==> src/rtl/vga_text_writer.sv <==
// ---------------------------------------------------------------------------
// vga_text_writer
//
// CPU-side writer for the dual-port VGA text memory. The CPU sends character,
// cursor and clear commands over a valid/ready handshake. They are buffered
// in a small command FIFO and turned into writes on the memory write port.
// The VGA side only reads the memory, so this block is the only writer.
//
// Ports
//   input_clk  in   1      CPU clock, all logic on the rising edge
//   rst        in   1      synchronous active-high reset
//   cmd_valid  in   1      command present
//   cmd_ready  out  1      FIFO can accept a command (not full)
//   cmd_op     in   2      00 PUTC, 01 SETCUR, 10 CLEAR, 11 RAW
//   cmd_data   in   DATAW  PUTC char [7:0]; SETCUR cell; RAW addr [ADDRW+7:8],
//                          char [7:0]
//   mem_we     out  1      registered text memory write strobe
//   mem_addr   out  ADDRW  registered text memory write address
//   mem_wdata  out  DATAW  registered write data, char in [7:0], rest zero
//   cursor     out  ADDRW  current cursor cell index
//   busy       out  1      FIFO non-empty or clear sweep in progress
// ---------------------------------------------------------------------------
module vga_text_writer #(
  parameter int COLS       = 16,
  parameter int ROWS       = 16,
  parameter int ADDRW      = 8,
  parameter int DATAW      = 32,
  parameter int FIFO_DEPTH = 4
) (
  input  logic             input_clk,
  input  logic             rst,
  input  logic             cmd_valid,
  output logic             cmd_ready,
  input  logic [1:0]       cmd_op,
  input  logic [DATAW-1:0] cmd_data,
  output logic             mem_we,
  output logic [ADDRW-1:0] mem_addr,
  output logic [DATAW-1:0] mem_wdata,
  output logic [ADDRW-1:0] cursor,
  output logic             busy
);

  localparam int CELLS = COLS * ROWS;
  localparam int PTRW  = (FIFO_DEPTH > 1) ? $clog2(FIFO_DEPTH) : 1;
  localparam int CNTW  = $clog2(FIFO_DEPTH + 1);
  localparam int ENTW  = DATAW + 2;

  localparam logic [ADDRW-1:0] LAST_CELL  = ADDRW'(CELLS - 1);
  localparam logic [CNTW-1:0]  FULL_COUNT = CNTW'(FIFO_DEPTH);
  localparam logic [7:0]       NEWLINE    = 8'h0A;
  localparam logic [7:0]       SPACE      = 8'h20;

  localparam logic [1:0] OP_PUTC   = 2'b00;
  localparam logic [1:0] OP_SETCUR = 2'b01;
  localparam logic [1:0] OP_CLEAR  = 2'b10;

  typedef enum logic [0:0] {
    RUN   = 1'b0,
    CLEAR = 1'b1
  } state_t;

  state_t           state_q, state_d;
  logic [ADDRW-1:0] clr_q, clr_d;
  logic [ADDRW-1:0] cursor_q, cursor_d;
  logic             memWe_q, memWe_d;
  logic [ADDRW-1:0] memAddr_q, memAddr_d;
  logic [DATAW-1:0] memWdata_q, memWdata_d;

  logic [ENTW-1:0]  fifoMem [FIFO_DEPTH];
  logic [PTRW-1:0]  rdPtr_q, rdPtr_d;
  logic [PTRW-1:0]  wrPtr_q, wrPtr_d;
  logic [CNTW-1:0]  count_q, count_d;

  logic             push;
  logic             pop;
  logic [ENTW-1:0]  head;
  logic [1:0]       headOp;
  logic [DATAW-1:0] headData;
  logic [31:0]      nextRow;

  assign cmd_ready = (count_q != FULL_COUNT);
  assign busy      = (count_q != '0) || (state_q == CLEAR);
  assign mem_we    = memWe_q;
  assign mem_addr  = memAddr_q;
  assign mem_wdata = memWdata_q;
  assign cursor    = cursor_q;

  // Popping is frozen while a clear sweep owns the write port.
  assign push     = cmd_valid && cmd_ready;
  assign pop      = (state_q == RUN) && (count_q != '0);
  assign head     = fifoMem[rdPtr_q];
  assign headOp   = head[ENTW-1 -: 2];
  assign headData = head[DATAW-1:0];

  // FIFO storage carries no reset; only the pointers and count define
  // which entries are meaningful.
  always_ff @(posedge input_clk) begin
    if (push) begin
      fifoMem[wrPtr_q] <= {cmd_op, cmd_data};
    end
  end

  // State register for the FSM, FIFO bookkeeping and registered outputs.
  always_ff @(posedge input_clk) begin
    if (rst) begin
      state_q    <= RUN;
      clr_q      <= '0;
      cursor_q   <= '0;
      memWe_q    <= 1'b0;
      memAddr_q  <= '0;
      memWdata_q <= '0;
      rdPtr_q    <= '0;
      wrPtr_q    <= '0;
      count_q    <= '0;
    end else begin
      state_q    <= state_d;
      clr_q      <= clr_d;
      cursor_q   <= cursor_d;
      memWe_q    <= memWe_d;
      memAddr_q  <= memAddr_d;
      memWdata_q <= memWdata_d;
      rdPtr_q    <= rdPtr_d;
      wrPtr_q    <= wrPtr_d;
      count_q    <= count_d;
    end
  end

  // Next-state logic: FIFO pointer/count updates, command execution in RUN
  // and the one-cell-per-cycle space sweep in CLEAR.
  always_comb begin
    state_d    = state_q;
    clr_d      = clr_q;
    cursor_d   = cursor_q;
    memWe_d    = 1'b0;
    memAddr_d  = memAddr_q;
    memWdata_d = memWdata_q;
    rdPtr_d    = pop  ? rdPtr_q + PTRW'(1) : rdPtr_q;
    wrPtr_d    = push ? wrPtr_q + PTRW'(1) : wrPtr_q;
    count_d    = count_q;
    nextRow    = '0;

    case ({push, pop})
      2'b10:   count_d = count_q + CNTW'(1);
      2'b01:   count_d = count_q - CNTW'(1);
      default: count_d = count_q;
    endcase

    case (state_q)
      RUN: begin
        if (pop) begin
          case (headOp)
            OP_PUTC: begin
              if (headData[7:0] == NEWLINE) begin
                // Start of the following row; past the last row wraps to 0.
                nextRow = (32'(cursor_q) / 32'(COLS) + 32'd1) * 32'(COLS);
                cursor_d = (nextRow >= 32'(CELLS)) ? '0 : nextRow[ADDRW-1:0];
              end else begin
                memWe_d    = 1'b1;
                memAddr_d  = cursor_q;
                memWdata_d = DATAW'(headData[7:0]);
                cursor_d   = (cursor_q == LAST_CELL) ? '0 : cursor_q + ADDRW'(1);
              end
            end
            OP_SETCUR: begin
              // The whole data word is range-checked, so large values that
              // alias into range in the low bits still snap to cell 0.
              cursor_d = (headData < DATAW'(CELLS)) ? headData[ADDRW-1:0] : '0;
            end
            OP_CLEAR: begin
              state_d = CLEAR;
              clr_d   = '0;
            end
            default: begin
              if (32'(headData[ADDRW+7:8]) < 32'(CELLS)) begin
                memWe_d    = 1'b1;
                memAddr_d  = headData[ADDRW+7:8];
                memWdata_d = DATAW'(headData[7:0]);
              end
            end
          endcase
        end
      end
      CLEAR: begin
        memWe_d    = 1'b1;
        memAddr_d  = clr_q;
        memWdata_d = DATAW'(SPACE);
        if (clr_q == LAST_CELL) begin
          state_d  = RUN;
          cursor_d = '0;
          clr_d    = '0;
        end else begin
          clr_d = clr_q + ADDRW'(1);
        end
      end
      default: state_d = RUN;
    endcase
  end

endmodule

==> config.mk <==
export PLATFORM = sky130hd
export DESIGN_NAME = vga_text_writer
export DESIGN_NICKNAME = d
export VERILOG_FILES = /design/src/rtl/vga_text_writer.sv
export SDC_FILE = /design/constraint.sdc
export NUM_CORES = 1
export LEC_CHECK = 0
export CAP_MARGIN = 20
export CORE_MARGIN = 5
export CORE_UTILIZATION = 25
export CTS_CLUSTER_SIZE = 40
export DETAILED_ROUTE_END_ITERATION = 8
export PLACE_DENSITY = 0.44
export SLEW_MARGIN = 15
export SYNTH_ARGS = -nofsm -noshare
export SYNTH_HDL_FRONTEND = slang
export SYNTH_SLANG_ARGS = --single-unit
==> constraint.sdc <==
create_clock -name input_clk -period 2.73 [get_ports input_clk]
set_input_delay 0.546 -clock input_clk [delete_from_list [all_inputs] [get_ports input_clk]]
set_output_delay 0.546 -clock input_clk [all_outputs]
set_load 0.05 [all_outputs]
Yosys cells after proc, flatten, opt, wreduce, memory -nomap -nowiden:

Memories as Yosys holds them, arrays and structs flattened. A register that Yosys moved wholly into a read port is not among the register bits.
Cells that the tools add are included.

* reductions and logical operators: 10
* equality and inequality tests: 14
* muxes and demuxes: 33
* bitwise operators: 1
* shift operators: 0
* div/mod/pow operators: 0
* multipliers: 0
* add/subtract/negate cells: 7
* magnitude comparators: 2

Operator list (count)
* one-hot mux 32 bit (2 select lines): 2
* two-way mux 8 bit: 11
* one-hot mux 8 bit (2 select lines): 5
* two-way mux 32 bit: 2
* less-than comparator 32 x 9 -> 1 bit, second input constant: 1
* adder 8 x 1 -> 8 bit, second input constant: 2
* == test 8 bit, second input constant: 2
* greater-or-equal comparator 9 bit, second input constant: 1
* == test 8 x 4 -> 1 bit, second input constant: 1
* two-way mux 1 bit: 7
* != test 3 bit, second input constant: 2
* one-hot mux 1 bit (2 select lines): 3
* one-hot mux 3 bit (2 select lines): 1
* AND reduction 3 bit: 2
* adder 4 x 1 -> 5 bit, second input constant: 1
* adder 2 x 1 -> 2 bit, second input constant: 2
* == test 2 x 1 -> 1 bit, second input constant: 2
* == test 2 bit, second input constant: 2
* two-way mux 2 bit: 2
* != test 2 x 1 -> 1 bit, second input constant: 2
* != test 2 bit, second input constant: 2
* adder 3 x 1 -> 3 bit, second input constant: 1
* != test 3 x 1 -> 1 bit, second input constant: 1
* nonzero test 3 bit: 1
* other kinds (8): 9

* output and inout port bits: 51
* bits in registers: 65
* bits of input ports: 37
* memory bits (writable): 136
* word-level logic and storage cells: 77
* memories: 1
* latch bits: 0
* ROM bits: 0

Memories
* fifoMem: depth 4, bits a word 34, rd ports 1, clocked after memory_dff 1, wr ports 1, line 69 `logic [ENTW-1:0] fifoMem [FIFO_DEPTH];`

Depth between registers and ports, before layout:

Gate-level depths: netlist of run 1.

* word-level depth: 7
* mapped depth: 11
* gate-level depth less buffers: 10

Worst setup path before layout of run 1:

Ideal clock, no wire load.

* kind: input port to flip-flop
* start: input port with a tool-made name
* end: register cursor_q[4] (netlist: cursor[4])
* path buffers: 3
* data required time: 2661 ps
* setup time: 69 ps
* path slack: -180 ps
* data arrival time: 2842 ps
* stages on the path: 12
* path through: dfxtp_1 buf_6 buf_2 mux4_2 inv_1 ha_1 buf_1 nor4b_1 nand2_1 o2bb2ai_1 a31oi_1 o21ai_1

RTL lines
* to (signal assigned): line 118 `cursor_q <= cursor_d;`
* to (decl): line 64 `logic [ADDRW-1:0] cursor_q, cursor_d;`

==> results of run 1 <==
[routing by layer]
metal	global-route usage	up-vias
met5	0	-
met4	0.0273	4
met3	0.0316	17
met2	0.166	123
met1	0.127	2010
li1	-	1938
[state kept, by name, summed over array words and instances, names as in the netlist, 2 cells and up, named ones only]
register	count
cursor	8
fifoMem	136
wrPtr_q	2
mem_wdata	8
count_q	3
rdPtr_q	2
clr_q	8
mem_addr	8
[Yosys cell counts, drive strengths merged, types with 3 or more instances]
cell    instances  area [µm²]
a211oi          3        35.0
a21o            4        30.0
a21oi          29         160
a221o           4        40.0
a31oi           3        18.8
and3            8        50.1
buf            32         233
clkbuf          9        33.8
dfxtp          43         861
edfxtp        136        4080
ha             11         138
inv             9        33.8
mux2i          17         170
mux4           18         413
nand2          21        78.8
nand3           7        35.0
nand4           4        25.0
nor2           45         185
nor3            4        25.0
nor4           14        87.6
nor4b           3        26.3
o21ai          17        85.1
or4             4        33.8
xor2            9        78.8
[power by group through the flow]
stage               registers [W]  clock network, W  logic (W)
finish                    0.00347           0.00255    0.00263
global route              0.00351           0.00275    0.00285
CTS                       0.00347           0.00263    0.00266
detailed placement        0.00353                 0    0.00265
global placement          0.00352                 0    0.00262
floorplan                 0.00376                 0    0.00155
[critical path, stage by stage (launching register included)]
cell and delay (ns):
dfxtp_2 0.37, buf_12 0.14, mux4_2 0.54, or4_4 0.58, nor2_8 0.18, a211oi_4 0.09
buf_12 0.20, a21oi_2 0.12, o21ai_1 0.07, a21oi_1 0.17
[cell families after synthesis]
group | share of synthesized area
flops | 0.692
other cells | 0.000525
mux | 0.0816
simple gates | 0.0863
buf+inv | 0.0420
fa+ha+maj | 0.0221
xor+xnor | 0.0135
compound gates | 0.0623
[through the flow]
step / power (W) / utilization / instance area, µm² / cells / hold slack [ns]
floorplan: 0.00531 / - / 7240 / 499 / 0.458
global placement: 0.00615 / 0.291 / 8300 / 922 / 0.484
detailed placement: 0.00619 / 0.291 / 8300 / 922 / 0.480
CTS: 0.00876 / 0.314 / 8930 / 954 / 0.500
global route: 0.00911 / 0.314 / 8950 / 955 / 0.534
finish: 0.00866 / 0.314 / 8950 / 955 / 0.494
[cell type report]
class                      instances  area, µm²  area share
inverter                           9       33.8     0.00377
tap                              384        480      0.0537
clock buffer                      17        425      0.0475
sequential                       179       4950       0.553
clock inverter                    15        204      0.0228
timing repair buffer              81        851      0.0951
multi-input combinational        270       2010       0.225
[worst paths after layout]
check	end	from	slack, ns
hold / removal	mem_wdata[7]$_SDFFE_PP0P_	mem_wdata[7]$_SDFFE_PP0P_	0.49
setup / recovery	mem_addr[5]$_SDFFE_PP0P_	flop	0.18
setup reg to reg	mem_addr[5]$_SDFFE_PP0P_	flop	0.18
hold reg to reg	mem_wdata[7]$_SDFFE_PP0P_	mem_wdata[7]$_SDFFE_PP0P_	0.49
[timing repair]
action | 4_1_cts | 5_1_grt
resized for setup | 0 | 5
setup buffers | 0 | 1
setup endpoints to repair | 0 | 7
==> results_dict.tcl, run 1 <==
set metrics [dict create \
    ant_nets 0 \
    power.leakage_nw 3.03 \
    timing.setup.critical_path_class "reg2reg" \
    start_util 0.251 \
    worstHoldPathCells 2 \
    largest_clock_skew_in_the_final_design_ns 0.0173 \
    tritoncts "built" \
    synth_area_um2 7150 \
    worst_ep_required_time_ns 3.08 \
    power.share.sequential 0.401 \
    power_frac_comb 0.304 \
    max_slew_margin 0.565 \
    ir_worst_vdd_uv 447 \
    clk_latency_ns 0.43 \
    overflow 0 \
    finalSetupViolations 0 \
    first_global_vias 4169 \
    detailedPlacementHpwl_um 10800 \
    tightestPinTransition_ns 0.649 \
    fill_cells 2804 \
    ys_seq_elements 179 \
    wl_met2_um 7540 \
    syn-mean-instance-area_um2 15.0 \
    num_io_pins 88 \
    clkTransAtPathRegs_ns 0.07 \
    routed.top_layer "met5" \
    dieWidth_um 179 \
    power.switching_w 0.00293 \
    core.rowCount 62 \
    core-area_um2 28500 \
    antenna-diode-count 0 \
    finalSetupTns_ns 0 \
    drv_slew 0 \
    tritoncts.num_buffers 17 \
    drc_violations 0 \
    synth_enable_flop_cells 136 \
    cts-hold-fix-buffers 0 \
    synthToLayoutAreaGrowth_pct 25.2 \
    fp.dieArea_um2 32100 \
    grt_max_degree 35 \
    fin_ws_ns 0.182 \
    hold_path_class "reg2reg" \
    grtUsageTotal 0.100 \
    number_of_nets_at_the_end_of_the_flow 607 \
    maxCapViolCount 0 \
    place_congestion 0.782 \
    crit_path_max_fanout 24 \
    end_kind "flop" \
    reg2regPathDepth 9 \
    die_y_um 179 \
    wl_um 15600 \
    yosys_most_used_dff "edfxtp_1" \
    yosys_warnings 0 \
    layout_worst_path_cycle_share 0.933 \
    layout_commonest_cell "edfxtp_1" \
    wire_length_of_the_first_global_routing_pass_um 24100 \
    place_worst_setup_slack_ns 0.106 \
    layout.cells.most_common_list "edfxtp_1, clkdlybuf4s50_1, nor2_1" \
    syn_inst 476 \
    clock_power_share 0.295 \
    internal_power_w 0.00573 \
    ys_async_sr_fraction 0 \
    achievable-frequency_ghz 0.393 \
    drt_pre_antenna_iters 5 \
    port_buffers 63 \
    post_detailed_route_wirelength_per_cell_um 16.3 \
    post_synth_num_cell_types 52 \
    wl_met3_um 937 \
    report.final.hold_viol_count 0 \
    wirelength_met1_um 6900 \
    sequential_share_of_the_synthesized_area 0.692 \
    result_of_the_run "finished, final reports clean" \
    htreeDepth 4 \
    ratio_of_cells_with_drive_above_1_in_the_final_layout 0.144 \
    routed-via-count 4092 \
    clock-root-buffer "clkbuf_16" \
    startpoint_type "flop" \
    detailedRoute.firstIterationViolations 262 \
    numClockSinks 179 \
    pd_cells_nw_per_um2 967 \
    unrepaired_setup_endpoints_after_global_routing "no" \
    clk_path_buf_depth 2 \
    grt_antenna_before_repair 2 \
    layout_min_cycle_time_ns 2.55 \
    timing.critical_path.arrival_ns 2.90 \
    swShare 0.338 \
    vias_per_cell 4.28 \
]
No activity file was read; power rests on OpenSTA's default activity.
==> run 2: changes to the inputs <==
--- a/config.mk
+++ b/config.mk
@@ -5,7 +5,7 @@
 export SDC_FILE = /design/constraint.sdc
 export NUM_CORES = 1
 export LEC_CHECK = 0
-export CAP_MARGIN = 20
+export CAP_MARGIN = 40
 export CORE_MARGIN = 5
 export CORE_UTILIZATION = 25
 export CTS_CLUSTER_SIZE = 40
==> results of run 2 <==
No change in the layout: final DEF, timing and power equal those of run 1.
==> run 3: changes to the inputs <==
--- a/config.mk
+++ b/config.mk
@@ -11,7 +11,8 @@
 export CTS_CLUSTER_SIZE = 40
 export DETAILED_ROUTE_END_ITERATION = 8
 export PLACE_DENSITY = 0.44
-export SLEW_MARGIN = 15
+export SETUP_SLACK_MARGIN = 0.2
+export SLEW_MARGIN = 20
 export SYNTH_ARGS = -nofsm -noshare
 export SYNTH_HDL_FRONTEND = slang
 export SYNTH_SLANG_ARGS = --single-unit
==> results_dict.tcl, run 3 (same netlist as run 1, synthesis figures left out) <==
set metrics [dict create \
    result_of_the_run "finished, final reports clean" \
    stdcell_area_um2 9180 \
    timing.critical_path.arrival_ns 2.84 \
    drv_slew 0 \
    fp.dieArea_um2 32100 \
    clock-root-buffer "clkbuf_16" \
    unrepaired_setup_endpoints_after_global_routing "yes" \
    numClockSinks 179 \
    ratio_of_cells_with_drive_above_1_in_the_final_layout 0.187 \
    crit_path_max_fanout 7 \
    fin_total_pwr_w 0.00890 \
    maxCapViolCount 0 \
    routed-via-count 4203 \
    layout.cells.most_common_list "edfxtp_1, clkdlybuf4s50_1, nor2_1, dfxtp_1" \
    num_io_pins 88 \
    tightestPinTransition_ns 0.518 \
    ant_nets 0 \
    place_worst_setup_slack_ns -0.109 \
    layout_min_cycle_time_ns 2.48 \
    dpl-instance-area_um2 8340 \
    path_cells "buf_12 > mux4_2 > or4_4 > nor2_8 > a211oi_4 > buf_12 > a21oi_1 > o21ai_1 > a21oi_1" \
    pd_cells_nw_per_um2 969 \
    vias_per_cell 4.33 \
    antenna-diode-count 0 \
    worst_ep_required_time_ns 3.09 \
    ir_worst_vdd_uv 370 \
    core-area_um2 28500 \
    fin_ws_ns 0.246 \
    overflow 0 \
    timing.rr.end "mem_addr[2]$_SDFFE_PP0P_" \
    wire_length_of_the_first_global_routing_pass_um 23800 \
    clkTransAtPathRegs_ns 0.07 \
    place_congestion 0.785 \
    post-route-util 0.322 \
    report.final.hold_viol_count 0 \
    synthToLayoutAreaGrowth_pct 28.4 \
    grtUsageTotal 0.0986 \
    finalSetupTns_ns 0 \
    post_detailed_route_wirelength_per_cell_um 16.2 \
    largest_register "fifoMem" \
    core.rowCount 62 \
    first_global_vias 4236 \
    largest_clock_skew_in_the_final_design_ns 0.0159 \
    layout_commonest_cell "edfxtp_1" \
    tritoncts.num_buffers 17 \
    cp_slowest_stage_delay_ns 0.60 \
    finalSetupViolations 0 \
    number_of_nets_at_the_end_of_the_flow 623 \
    layout_worst_path_cycle_share 0.910 \
    hold_path_class "reg2reg" \
    achievable-frequency_ghz 0.403 \
    clk_latency_ns 0.43 \
    reg2regPathDepth 9 \
    detailedRoute.firstIterationViolations 220 \
    wl_um 15800 \
    worstSetupEndpoint "mem_addr[2]$_SDFFE_PP0P_" \
    htreeDepth 4 \
    port_buffers 63 \
    detailedPlacementHpwl_um 10900 \
    clk_path_buf_depth 2 \
    tritoncts "built" \
    fill_cells 2816 \
    number_of_flip_flops_under_the_largest_register_name 136 \
    drt_pre_antenna_iters 4 \
    end_kind "flop" \
    die_y_um 179 \
    power.leakage_nw 3.12 \
    multiInputGateArea_um2 2080 \
    dieWidth_um 179 \
    critical-path-slowest-cell "or4_4" \
    grt_max_degree 35 \
    max_slew_margin 0.654 \
    grt_antenna_before_repair 2 \
    startpoint_type "flop" \
    start_util 0.251 \
    drc_violations 0 \
    timing.setup.critical_path_class "reg2reg" \
    r2r_setup_slack_ns 0.25 \
    seqCellArea_um2 4950 \
]
[run 3: cell types whose count changed in the layout (fill, tap and decap cells not counted), sizes merged]
cell / delta
buf: +14
clkbuf: +2
bufinv: -1
clkdlybuf4s50: -1
clkinvlp: +1
dlymetal6s2s: +1
[run 3: stage by stage]
stage          instances  hold slack [ns]
6_report             971            0.504
3_5_place_dp         926            0.490
2_1_floorplan        499            0.458
4_1_cts              961            0.514
5_1_grt              971            0.546
3_3_place_gp         926            0.484
[run 3: repair_timing]
action	in CTS	in global routing
hold buffers	0	0
gates cloned	0	2
resized for setup	8	16
setup buffers	3	8
pin swaps	2	11
endpoints found under the setup margin	13	18
[run 3: area by class of cell]
cell class                 instances  share of cell area
timing repair buffer              97               0.112
clock inverter                    15              0.0200
inverter                           9             0.00368
sequential                       179               0.539
multi-input combinational        270               0.227
tap                              384              0.0523
clock buffer                      17              0.0463
[run 3: routing by layer]
| layer | vias to the layer above | wire (µm) | GRT usage |
|---|---|---|---|
| li1 | 1971 | - | - |
| met1 | 2095 | 6850 | 0.123 |
| met2 | 110 | 7740 | 0.165 |
| met3 | 23 | 926 | 0.0325 |
| met4 | 4 | 227 | 0.0254 |
| met5 | - | 34 | 0 |
[run 3: how the worst min path moves through the flow]
stage	endpoint	cells after the start	slack (ns)	start
floorplan	mem_addr[4]$_SDFFE_PP0P_	2	0.46	clr_q[4]$_SDFFE_PP0P_
global placement	wrPtr_q[1]$_SDFFE_PP0P_	2	0.48	wrPtr_q[1]$_SDFFE_PP0P_
detailed placement	mem_wdata[7]$_SDFFE_PP0P_	2	0.49	mem_wdata[7]$_SDFFE_PP0P_
CTS	mem_wdata[7]$_SDFFE_PP0P_	2	0.51	mem_wdata[7]$_SDFFE_PP0P_
global route	wrPtr_q[1]$_SDFFE_PP0P_	2	0.55	wrPtr_q[1]$_SDFFE_PP0P_
finish	mem_wdata[7]$_SDFFE_PP0P_	2	0.50	mem_wdata[7]$_SDFFE_PP0P_
[run 3: where the power goes]
part	total, W	internal (W)	switching [W]
clock	0.00245	0.00132	0.00114
combinational	0.00299	0.00127	0.00171
sequential	0.00346	0.00330	0.000156
[run 3: critical path: cells and delay by family, from the launching register on]
| kind | cells | cell delay [ns] |
|---|---|---|
| DFF | 1 | 0.37 |
| muxes | 1 | 0.52 |
| buffers and inverters | 2 | 0.29 |
| AOI/OAI and AO/OA | 4 | 0.46 |
| and+or+nand+nor | 2 | 0.79 |
